**src/rtl/gctr_counter_block_gen_pkg.sv**
```systemverilog
// Shared GCM constants, FSM state type and the inc32 counter helper.
package gctr_counter_block_gen_pkg;

  localparam int unsigned GCM_NB_BLOCK = 128;
  localparam int unsigned GCM_NB_IV    = 96;
  localparam int unsigned GCM_NB_CTR   = 32;

  // Counter field of the pre-counter block J0 = IV || 0x00000001.
  localparam logic [GCM_NB_CTR-1:0] GCM_J0_CTR = 32'h0000_0001;

  typedef enum logic {
    ST_IDLE = 1'b0,
    ST_RUN  = 1'b1
  } gctr_state_t;

  // Increment of the low 32-bit counter field, modulo 2^32.
  function automatic logic [GCM_NB_CTR-1:0] inc32(input logic [GCM_NB_CTR-1:0] ctr);
    return ctr + GCM_NB_CTR'(1);
  endfunction

endpackage

```
**src/rtl/gctr_counter_block_gen_dly.sv**
```systemverilog
// Fixed-latency delay line with valid; each data stage only loads when its
// incoming valid is set, so the output holds its last value while idle.
module gctr_delay_valid #(
  parameter int unsigned NB_DATA = 8,
  parameter int unsigned DELAY   = 1
) (
  input  logic               i_clock,
  input  logic               i_reset,
  input  logic               i_valid,
  input  logic [NB_DATA-1:0] i_data,
  output logic               o_valid,
  output logic [NB_DATA-1:0] o_data
);

  for (genvar g = 0; g < DELAY; g++) begin : g_stage
    logic               r_valid;
    logic [NB_DATA-1:0] r_data;
    logic               w_vin;
    logic [NB_DATA-1:0] w_din;

    if (g == 0) begin : g_first
      assign w_vin = i_valid;
      assign w_din = i_data;
    end else begin : g_next
      assign w_vin = g_stage[g-1].r_valid;
      assign w_din = g_stage[g-1].r_data;
    end

    // One pipeline stage: valid always shifts, data loads only with valid.
    always_ff @(posedge i_clock) begin
      if (i_reset) begin
        r_valid <= 1'b0;
        r_data  <= '0;
      end else begin
        r_valid <= w_vin;
        if (w_vin) begin
          r_data <= w_din;
        end
      end
    end
  end

  assign o_valid = g_stage[DELAY-1].r_valid;
  assign o_data  = g_stage[DELAY-1].r_data;

endmodule

```
**src/rtl/gctr_counter_block_gen_inc32.sv**
```systemverilog
// Combinational 32-bit modular incrementer; o_carry flags the 0xFFFFFFFF -> 0 wrap.
module gctr_inc32 (
  input  logic [31:0] i_ctr,
  output logic [31:0] o_ctr,
  output logic        o_carry
);
  import gctr_counter_block_gen_pkg::*;

  // Next counter value and wrap detect.
  always_comb begin
    o_ctr   = inc32(i_ctr);
    o_carry = &i_ctr;
  end

endmodule

```
**src/rtl/gctr_counter_block_gen.sv**
```systemverilog
// GCM counter-block generator: emits J0 once per message, then one inc32
// counter block per data beat, with the beat carried alongside.
module gctr_counter_block_gen #(
  parameter int unsigned NB_BYTE = 8,
  parameter int unsigned N_BYTES = 16,
  parameter int unsigned NB_IV   = 96,
  parameter int unsigned NB_CTR  = 32
) (
  input  logic                       i_clock,
  input  logic                       i_reset,
  input  logic [NB_IV-1:0]           i_iv,
  input  logic                       i_iv_valid,
  input  logic [N_BYTES*NB_BYTE-1:0] i_data,
  input  logic                       i_valid,
  input  logic                       i_eom,
  output logic [N_BYTES*NB_BYTE-1:0] o_state,
  output logic [N_BYTES*NB_BYTE-1:0] o_data,
  output logic                       o_valid,
  output logic                       o_j0,
  output logic                       o_eom,
  output logic                       o_busy,
  output logic                       o_drop,
  output logic                       o_abort,
  output logic                       o_ctr_wrap
);
  import gctr_counter_block_gen_pkg::*;

  localparam int unsigned NB_BLOCK = N_BYTES * NB_BYTE;

  gctr_state_t         r_state;
  gctr_state_t         w_state_next;
  logic [NB_IV-1:0]    r_iv;
  logic [NB_CTR-1:0]   r_ctr;
  logic [NB_CTR-1:0]   w_ctr_inc;
  logic                w_carry;
  logic                w_ld_iv;
  logic                w_beat;
  logic                w_drop;
  logic                w_abort;
  logic                w_out_valid;
  logic [NB_BLOCK-1:0] w_out_state;
  logic [NB_BLOCK-1:0] w_out_data;
  logic                r_j0;
  logic                r_eom;
  logic                r_busy;
  logic                r_drop;
  logic                r_abort;
  logic                r_ctr_wrap;

  // State register.
  always_ff @(posedge i_clock) begin
    if (i_reset) begin
      r_state <= ST_IDLE;
    end else begin
      r_state <= w_state_next;
    end
  end

  // Next state: a new IV always (re)starts a message; eom beat ends it.
  always_comb begin
    w_state_next = r_state;
    if (i_iv_valid) begin
      w_state_next = ST_RUN;
    end else if (w_beat && i_eom) begin
      w_state_next = ST_IDLE;
    end
  end

  // Per-cycle actions; i_iv_valid wins over a coincident data beat.
  always_comb begin
    w_ld_iv = i_iv_valid;
    w_beat  = i_valid && !i_iv_valid && (r_state == ST_RUN);
    w_drop  = i_valid && (i_iv_valid || (r_state == ST_IDLE));
    w_abort = i_iv_valid && (r_state == ST_RUN);
  end

  gctr_inc32 u_inc32 (
    .i_ctr   (r_ctr),
    .o_ctr   (w_ctr_inc),
    .o_carry (w_carry)
  );

  // IV and counter registers.
  always_ff @(posedge i_clock) begin
    if (i_reset) begin
      r_iv  <= '0;
      r_ctr <= '0;
    end else if (w_ld_iv) begin
      r_iv  <= i_iv;
      r_ctr <= NB_CTR'(GCM_J0_CTR);
    end else if (w_beat) begin
      r_ctr <= w_ctr_inc;
    end
  end

  // Sticky wrap flag, rearmed by each new IV.
  always_ff @(posedge i_clock) begin
    if (i_reset) begin
      r_ctr_wrap <= 1'b0;
    end else if (w_ld_iv) begin
      r_ctr_wrap <= 1'b0;
    end else if (w_beat && w_carry) begin
      r_ctr_wrap <= 1'b1;
    end
  end

  // Block/beat selection feeding the output register stage.
  always_comb begin
    w_out_valid = w_ld_iv || w_beat;
    w_out_state = {r_iv, w_ctr_inc};
    w_out_data  = i_data;
    if (w_ld_iv) begin
      w_out_state = {i_iv, NB_CTR'(GCM_J0_CTR)};
      w_out_data  = '0;
    end
  end

  gctr_delay_valid #(
    .NB_DATA (2 * NB_BLOCK),
    .DELAY   (1)
  ) u_out_dly (
    .i_clock (i_clock),
    .i_reset (i_reset),
    .i_valid (w_out_valid),
    .i_data  ({w_out_state, w_out_data}),
    .o_valid (o_valid),
    .o_data  ({o_state, o_data})
  );

  // Sideband flags registered in step with the delay line.
  always_ff @(posedge i_clock) begin
    if (i_reset) begin
      r_j0    <= 1'b0;
      r_eom   <= 1'b0;
      r_busy  <= 1'b0;
      r_drop  <= 1'b0;
      r_abort <= 1'b0;
    end else begin
      r_j0    <= w_ld_iv;
      r_eom   <= w_beat && i_eom;
      r_busy  <= (w_state_next == ST_RUN);
      r_drop  <= w_drop;
      r_abort <= w_abort;
    end
  end

  assign o_j0       = r_j0;
  assign o_eom      = r_eom;
  assign o_busy     = r_busy;
  assign o_drop     = r_drop;
  assign o_abort    = r_abort;
  assign o_ctr_wrap = r_ctr_wrap;

endmodule

```
**config.mk**
```make
export PLATFORM = sky130hd
export DESIGN_NAME = gctr_counter_block_gen
export DESIGN_NICKNAME = d
export VERILOG_FILES = /design/src/rtl/gctr_counter_block_gen_pkg.sv /design/src/rtl/gctr_counter_block_gen_dly.sv /design/src/rtl/gctr_counter_block_gen_inc32.sv /design/src/rtl/gctr_counter_block_gen.sv
export SDC_FILE = /design/constraint.sdc
export NUM_CORES = 1
export LEC_CHECK = 0
export CAP_MARGIN = 20
export CORE_ASPECT_RATIO = 1.1
export CORE_UTILIZATION = 35
export CTS_BUF_LIST = sky130_fd_sc_hd__clkbuf_2 sky130_fd_sc_hd__clkbuf_4 sky130_fd_sc_hd__clkbuf_8
export DETAILED_ROUTE_END_ITERATION = 7
export SKIP_LAST_GASP = 1
export SYNTH_ARGS = -nofsm -noshare
export SYNTH_HDL_FRONTEND = slang
export SYNTH_SLANG_ARGS = --single-unit
```
**constraint.sdc**
```tcl
create_clock -name i_clock -period 2.8 [get_ports i_clock]
set_input_delay 0.84 -clock i_clock [delete_from_list [all_inputs] [get_ports i_clock]]
set_output_delay 0.84 -clock i_clock [all_outputs]
set_load 0.1 [all_outputs]
```
## Word-level counts from Yosys, hierarchy flattened

Cells that the tools add are included.

| word-level totals | value |
|---|---|
| register bits | 391 |
| bits of input ports | 229 |
| output and inout bits | 263 |
| word-level logic and storage cells | 32 |

| operators by class | value |
|---|---|
| $add $sub $neg | 1 |
| muxes and demuxes | 6 |
| bitwise operators | 1 |
| reduce and logical (&&, ||, !) cells | 13 |

Operators by type and width:

| operator | number |
|---|---|
| $mux 128 | 2 |
| $add 32x1->32 const B | 1 |
| $reduce_and 32->1 | 1 |
| $logic_and 1x1->1 | 6 |
| $mux 1 | 4 |
| $reduce_bool 2->1 | 2 |
| $logic_or 1x1->1 | 2 |
| $reduce_or 2->1 | 1 |
| $logic_not 1->1 | 1 |
| $not 1->1 | 1 |

## Depth between registers and ports, before layout

Gate-level depths: netlist of run 1.

| logic depth | value |
|---|---|
| depth after elaboration | 6 |
| mapped depth | 7 |
| mapped depth without buffers | 5 |

## Modules after synthesis

Synthesis of run 1 repeated with hierarchy kept, for this count alone.

| second synthesis, totals | value |
|---|---|
| cell total of the unflattened synthesis | 1572 |
| area total of the unflattened synthesis | 16385.7 µm² |

By module, submodules not included:

| module | instances | cells an instance | area an instance (µm²) | seq. area each (µm²) |
|---|---|---|---|---|
| gctr_delay_valid | 1 | 828 | 9223.8 | 5144.9 |
| gctr_counter_block_gen | 1 | 656 | 6533.8 | 2682.6 |
| gctr_inc32 | 1 | 88 | 628.1 | 0.0 |

## Worst setup path before layout of run 1

Ideal clock, no wire load.

| path | value |
|---|---|
| kind | flip-flop to flip-flop |
| start point | register, netlist name o_busy |
| end point | register r_ctr[27] |
| library setup time | 135 ps |
| arrival | 2474 ps |
| data required time | 2665 ps |
| setup slack | 191 ps |
| cell stages (with the launch flop) | 6 |
| path buffers | 1 |
| period minus slack after synthesis | 2609 ps |
| path through | dfxtp_1 > nand4_1 > or4_1 > clkbuf_1 > o311ai_0 > o41ai_1 |

RTL lines:

| element | RTL line | source |
|---|---|---|
| end signal, assigned | gctr_counter_block_gen.sv:90 | `r_ctr <= NB_CTR'(GCM_J0_CTR);` |
| end signal, assigned | gctr_counter_block_gen.sv:92 | `r_ctr <= w_ctr_inc;` |
| end, declared | gctr_counter_block_gen.sv:33 | `logic [NB_CTR-1:0] r_ctr;` |

## Worst setup path in the final report of run 1

| path | value |
|---|---|
| start point | register r_ctr[2] |
| end point | register u_out_dly.g_stage[0].r_data[159], in the netlist u_out_dly.o_data[159] |

| on the way | value |
|---|---|
| longest elaborated chain between the ends | 2 |

RTL lines:

| element | RTL line | source |
|---|---|---|
| $add 32x1->32 | gctr_counter_block_gen_pkg.sv:18 | `return ctr + GCM_NB_CTR'(1);` |
| $mux 128 | gctr_counter_block_gen.sv:112 | `if (w_ld_iv) begin` |
| end signal, assigned | gctr_counter_block_gen_dly.sv:37 | `r_data <= w_din;` |
| end, declared | gctr_counter_block_gen_dly.sv:17 | `logic [NB_DATA-1:0] r_data;` |

No other way between the ends.
A chain may end at the register's enable or synchronous reset.

==> qor.yml, run 1 <==
sta:
  slew_headroom_pct: 58.0
  fmax_mhz: 440
  setup_ws_ns: 0.529
  rsz0062_at_grt: "false"
  worst_slew_pin_slew_ns: 0.630
  fin_crit_sh_pct: 81.1
  finalSetupViolations: 0
  fin_crit_ns: 2.27
  fin_skew_ns: 0.0235
  setup-tns-final_ns: 0
  hold_violations: 0
  slew_violations: 0
yosys:
  synth_fa_ha_area_share_pct: 0.0906
  synth_async_sr_flop_share_pct: 0
  syn_nets: 1710
  synth_top_family_by_area: "compound AO/OA/AOI/OAI gates"
  ys.flop_type: "dfxtp_1"
  yosys-top-cells-area: "dfxtp_1 (57%), nand2_1 (7.6%), mux2i_1 (7.0%), o22a_1 (6.1%), a21oi_1 (5.8%)"
  synth_xor_area_share_pct: 1.14
  synthSimpleGateAreaFrac_pct: 15.8
  synthMuxAreaShare_pct: 6.96
  synth_edf_count: 0
  ys_warn_count: 0
  syn_avg_cell_area_um2: 9.33
  syn_area_um2: 13800
  syn_inst: 1480
  yosysTopAreaCell: "dfxtp_1"
  ys_seq_area_share_pct: 56.5
  synth.distinct_cells: 38
  synth_top_area_share_pct: 56.5
  synth-seq-cells: 390
  synth_compound_area_share_pct: 16.0
grt:
  grt_first_pass_wirelength_um: 68400
  grt_antenna_before_repair: 0
  grt_use_total_pct: 21.8
  grt.overflow.total: 0
  grt_max_degree: 123
  grt_pass1_vias: 12000
cells_and_area:
  fin_util_pct: 52.3
  most-common-layout-cells: "dfxtp_1 (390), buf_4 (290), nand2_1 (279)"
  layout.nets: 2195
  drive_gt1_share_pct: 21.3
  antenna_cells: 0
  syn2layout_area_growth_pct: 45.7
  layout_commonest_cell: "dfxtp_1"
  final.fill_count: 3622
floorplan:
  start_util_pct: 35.9
  die-area_um2: 40300
  chipHeight_um: 210
  fp-row-count: 75
  core_um2: 38500
  die_w_um: 191
  ioPinCount: 492
clocking:
  root_buffer: "clkbuf_8"
  holdBufCountCts: 0
  cts_sinks: 390
  cts_inserted_buffers: 68
  cts_tree: "done"
  clk_latency_ns: 0.61
  cts_setup_buffers: 0
  htree_num_levels: 3
  cts_resized: 0
  clk_pin_slew_ns: 0.06
  clockBufferDepth: 3
power:
  power_mw: 13.8
  ir_worst_vdd_uv: 514
  leakagePower_nw: 8.33
  power.density_nw_per_um2: 686
worst_setup_path:
  crit_path_start_kind: "flip-flop"
  crit_fanout: 20
  critPathSlowestCell: "or4_4"
  timing.critical_path.cells: "nand3_1, or4_4, or4_1, and3_1"
  cp-end-kind: "flip-flop"
  worst-setup-path-type: "flip-flop to flip-flop"
  required_ns: 3.29
  arrival_ns: 2.76
  max_stage_delay_ns: 0.73
run:
  max_cap_violations: 0
routing:
  firstDrtPassIters: 5
  route.detailed.drc: 0
  dr_total_vias: 12500
  dr.first_iter.drc_count: 602
  wire_per_inst_um: 18.3
  ant_nets: 0
  routed_wl_um: 46000
  avgViaCountPerCell: 4.97
outcome:
  status: "finished clean"
place:
  place_congestion: 0.867
  hpwl_um: 32200
  place.port_buffers: 491
  preCtsSetupSlack_ns: 0.0324
hold_path:
  hold_class: "flip-flop to flip-flop"
-- state kept, by name (all words and copies together) (netlist names) --
name	flops
o_j0	1
o_drop	1
o_busy	1
r_ctr	31
o_ctr_wrap	1
o_eom	1
o_abort	1
u_out_dly.o_valid	1
r_iv	96
u_out_dly.o_data	256
-- per-stage QoR --
stage	area (um2)	hold WS (ns)	instances
6_report	20100	0.453	2509
5_1_grt	20100	0.470	2509
4_1_cts	20100	0.455	2509
3_5_place_dp	18800	0.447	2395
3_3_place_gp	18800	0.442	2395
2_1_floorplan	13800	0.474	1480
-- cells by family after synthesis --
logic type / count (synthesis)
and+or+nand+nor: 505
DFF: 390
AOI/OAI and AO/OA: 346
buffers and inverters: 124
muxes: 96
xor gates and xnor gates: 18
adders and majority gates: 1
-- critical path: cells and delay by family (launching register included) --
kind / cells / cell delay, ns
flops: 1 / 0.48
simple gates: 4 / 1.67
-- cells in the mapped netlist (16+ instances only) --
cell,number
o22a_1,96
a21oi_1,160
nand2_1,281
nand3_1,16
o21ai_0,46
clkbuf_1,103
mux2i_1,96
dfxtp_1,390
nor2_1,118
nand4_1,16
or3_1,26
or4_1,19
-- layer usage --
metal,vias to the layer above,GRT usage (%),routed length (um)
met5,-,0,0
met4,0,9.41,1400
met3,71,8.69,4680
met2,464,36.4,21900
met1,5816,24.3,18000
li1,6117,-,-
-- power by group --
group	internal [mW]	leakage, nW	switching [mW]
combinational	0.768	4.42	1.86
clock	2.96	0.719	2.29
sequential	5.82	3.19	0.120
-- final timing paths --
path,startpoint,end,slack [ns],cells after the start
max,r_ctr[2]$_SDFFE_PP0P_,u_out_dly.o_data[159]$_SDFFE_PP0P_,0.53,4
min,u_out_dly.o_data[97]$_SDFFE_PP0P_,u_out_dly.o_data[97]$_SDFFE_PP0P_,0.45,2
min reg2reg,u_out_dly.o_data[97]$_SDFFE_PP0P_,u_out_dly.o_data[97]$_SDFFE_PP0P_,0.45,2
max reg2reg,r_ctr[2]$_SDFFE_PP0P_,u_out_dly.o_data[159]$_SDFFE_PP0P_,0.53,4
-- layout make-up --
cell class	count	area [um2]	area share, %
Sequential cell	390	7810	38.8
Multi-Input combinational cell	966	5550	27.6
Timing Repair Buffer	532	4750	23.6
Clock buffer	105	1310	6.50
Tap cell	500	626	3.11
Clock inverter	9	58.8	0.292
Inverter	7	26.3	0.131
Note: power is estimated with default switching activity, not from simulation.
==> run 2, diff against run 1 <==
Clock period 2.8 ns to 2.2 ns, I/O delays scaled along.
==> run 2 against run 1 <==
Net effect:
- final cell count rose by 1.4%
- die area did not move
- clock-buffer cell count fell by 14
- routed wire length rose by 3.3%
- fmax rose by 7.2%
- combinational power rose by 32%
- highest routed layer is now met5
- critical path depth rose by 1
- final area rose by 2.7%
- total power rose by 28%
- sequential share of layout area fell by 1.0 points
- worst hold slack got worse by 0.15 ns
==> qor.yml, run 2 (same netlist as run 1, synthesis figures left out) <==
outcome:
  status: "finished clean"
grt:
  use_met3_pct: 9.67
  grt_max_degree: 81
  gr-max-usage-layer: "met2"
  grt_use_total_pct: 22.8
  grt_use_met2_pct: 39.4
  grt.overflow.total: 0
  grt_pass1_vias: 12400
  grt_antenna_before_repair: 3
  grt_first_pass_wirelength_um: 71100
  grt_use_met1_pct: 24.7
routing:
  avgViaCountPerCell: 4.98
  dr.first_iter.drc_count: 599
  route.detailed.drc: 0
  ant_nets: 0
  routed_wl_um: 47500
  firstDrtPassIters: 6
  wire_per_inst_um: 18.7
  dr_total_vias: 12700
floorplan:
  ioPinCount: 492
  core_um2: 38500
  die_w_um: 191
  chipHeight_um: 210
  start_util_pct: 35.9
  fp-row-count: 75
  die-area_um2: 40300
cells_and_area:
  layout_commonest_cell: "dfxtp_1"
  most-common-layout-cells: "dfxtp_1 (388), buf_4 (312), nand2_1 (279)"
  layout.nets: 2235
  final_area_um2: 20700
  drive_gt1_share_pct: 22.7
  largest_reg_flops: 256
  syn2layout_area_growth_pct: 49.7
clocking:
  cts_sinks: 390
  root_buffer: "clkbuf_8"
  clk_pin_slew_ns: 0.06
  cts_inserted_buffers: 66
  cts_tree: "done"
  clockBufferDepth: 3
  htree_num_levels: 3
  holdBufCountCts: 0
  clk_latency_ns: 0.62
sta:
  worst_slew_pin_slew_ns: 0.416
  fin_crit_ns: 2.12
  fin_skew_ns: 0.0269
  fin_crit_sh_pct: 96.3
  finalSetupViolations: 0
  slew_headroom_pct: 72.2
  slew_violations: 0
  rsz0062_at_grt: "true"
  hold_violations: 0
  fmax_mhz: 472
  setup-tns-final_ns: 0
worst_setup_path:
  cp-end-kind: "flip-flop"
  crit_fanout: 6
  required_ns: 2.73
  worst-setup-path-type: "flip-flop to flip-flop"
  arrival_ns: 2.65
  crit_path_start_kind: "flip-flop"
place:
  place.port_buffers: 491
  placed_area_um2: 19300
  hpwl_um: 34300
  place_congestion: 0.848
hold_path:
  hold_class: "input port to flip-flop"
power:
  power.density_nw_per_um2: 855
  power_mw: 17.7
  ir_worst_vdd_uv: 672
  leakagePower_nw: 8.60
run:
  max_cap_violations: 0
==> run 2: cell types whose count changed in the layout (fill, tap and decap cells not counted), moves of 4 or more <==
cell	delta
buf_4	+22
clkbuf_4	-12
buf_12	+20
clkinv_2	+4
==> run 2: layout make-up <==
type                            count  area, um2
Antenna cell                        1       2.50
Clock buffer                       91       1190
Clock inverter                     15        141
Fill cell                        3564      17800
Inverter                            7       26.3
Multi-Input combinational cell    966       5550
Sequential cell                   390       7810
Tap cell                          500        626
Timing Repair Buffer              574       5320
==> run 2: stage by stage <==
stage	std cells	hold slack [ns]	setup WS, ns	util (%)
floorplan	1480	0.474	0.0642	-
global placement	2437	0.443	-0.369	50.2
detailed placement	2437	0.447	-0.425	50.2
CTS	2543	0.266	0.0591	53.7
global route	2543	0.273	-0.00981	53.7
finish	2544	0.305	0.0816	53.7
==> run 2: timing repair <==
item	CTS	global route
gates resized for setup	0	2
buffers inserted	0	0
setup endpoints to repair	0	4
==> run 2: power by group <==
part	internal (mW)	total, mW	switching (mW)
sequential	7.40	7.56	0.160
clock	3.72	6.65	2.93
combinational	1.06	3.45	2.39
total	12.2	17.7	5.47
==> run 2: worst max-delay path, cell delays in order (launching register included) <==
cell and delay (ns):
dfxtp_1 0.45, ha_1 0.23, and4_1 0.37, nand4_1 0.33, or4_1 0.50, a31oi_1 0.16
==> run 2: path summary, 6_finish.rpt <==
kind / endpoint / cells past startpoint / slack [ns] / startpoint
hold / removal: o_busy$_SDFFE_PP0P_ / 3 / 0.30 / i_iv_valid
setup reg to reg: u_out_dly.o_data[158]$_SDFFE_PP0P_ / 5 / 0.08 / r_ctr[1]$_SDFFE_PP0P_
setup / recovery: u_out_dly.o_data[158]$_SDFFE_PP0P_ / 5 / 0.08 / r_ctr[1]$_SDFFE_PP0P_
hold reg to reg: u_out_dly.o_data[109]$_SDFFE_PP0P_ / 2 / 0.45 / u_out_dly.o_data[109]$_SDFFE_PP0P_
==> run 2: layer usage <==
| layer | wire, um | share of wire (%) |
|---|---|---|
| met2 | 23200 | 49 |
| met4 | 1270 | 2.7 |
| met3 | 4830 | 10 |
| met1 | 18200 | 38 |
| met5 | 25 | 0.053 |
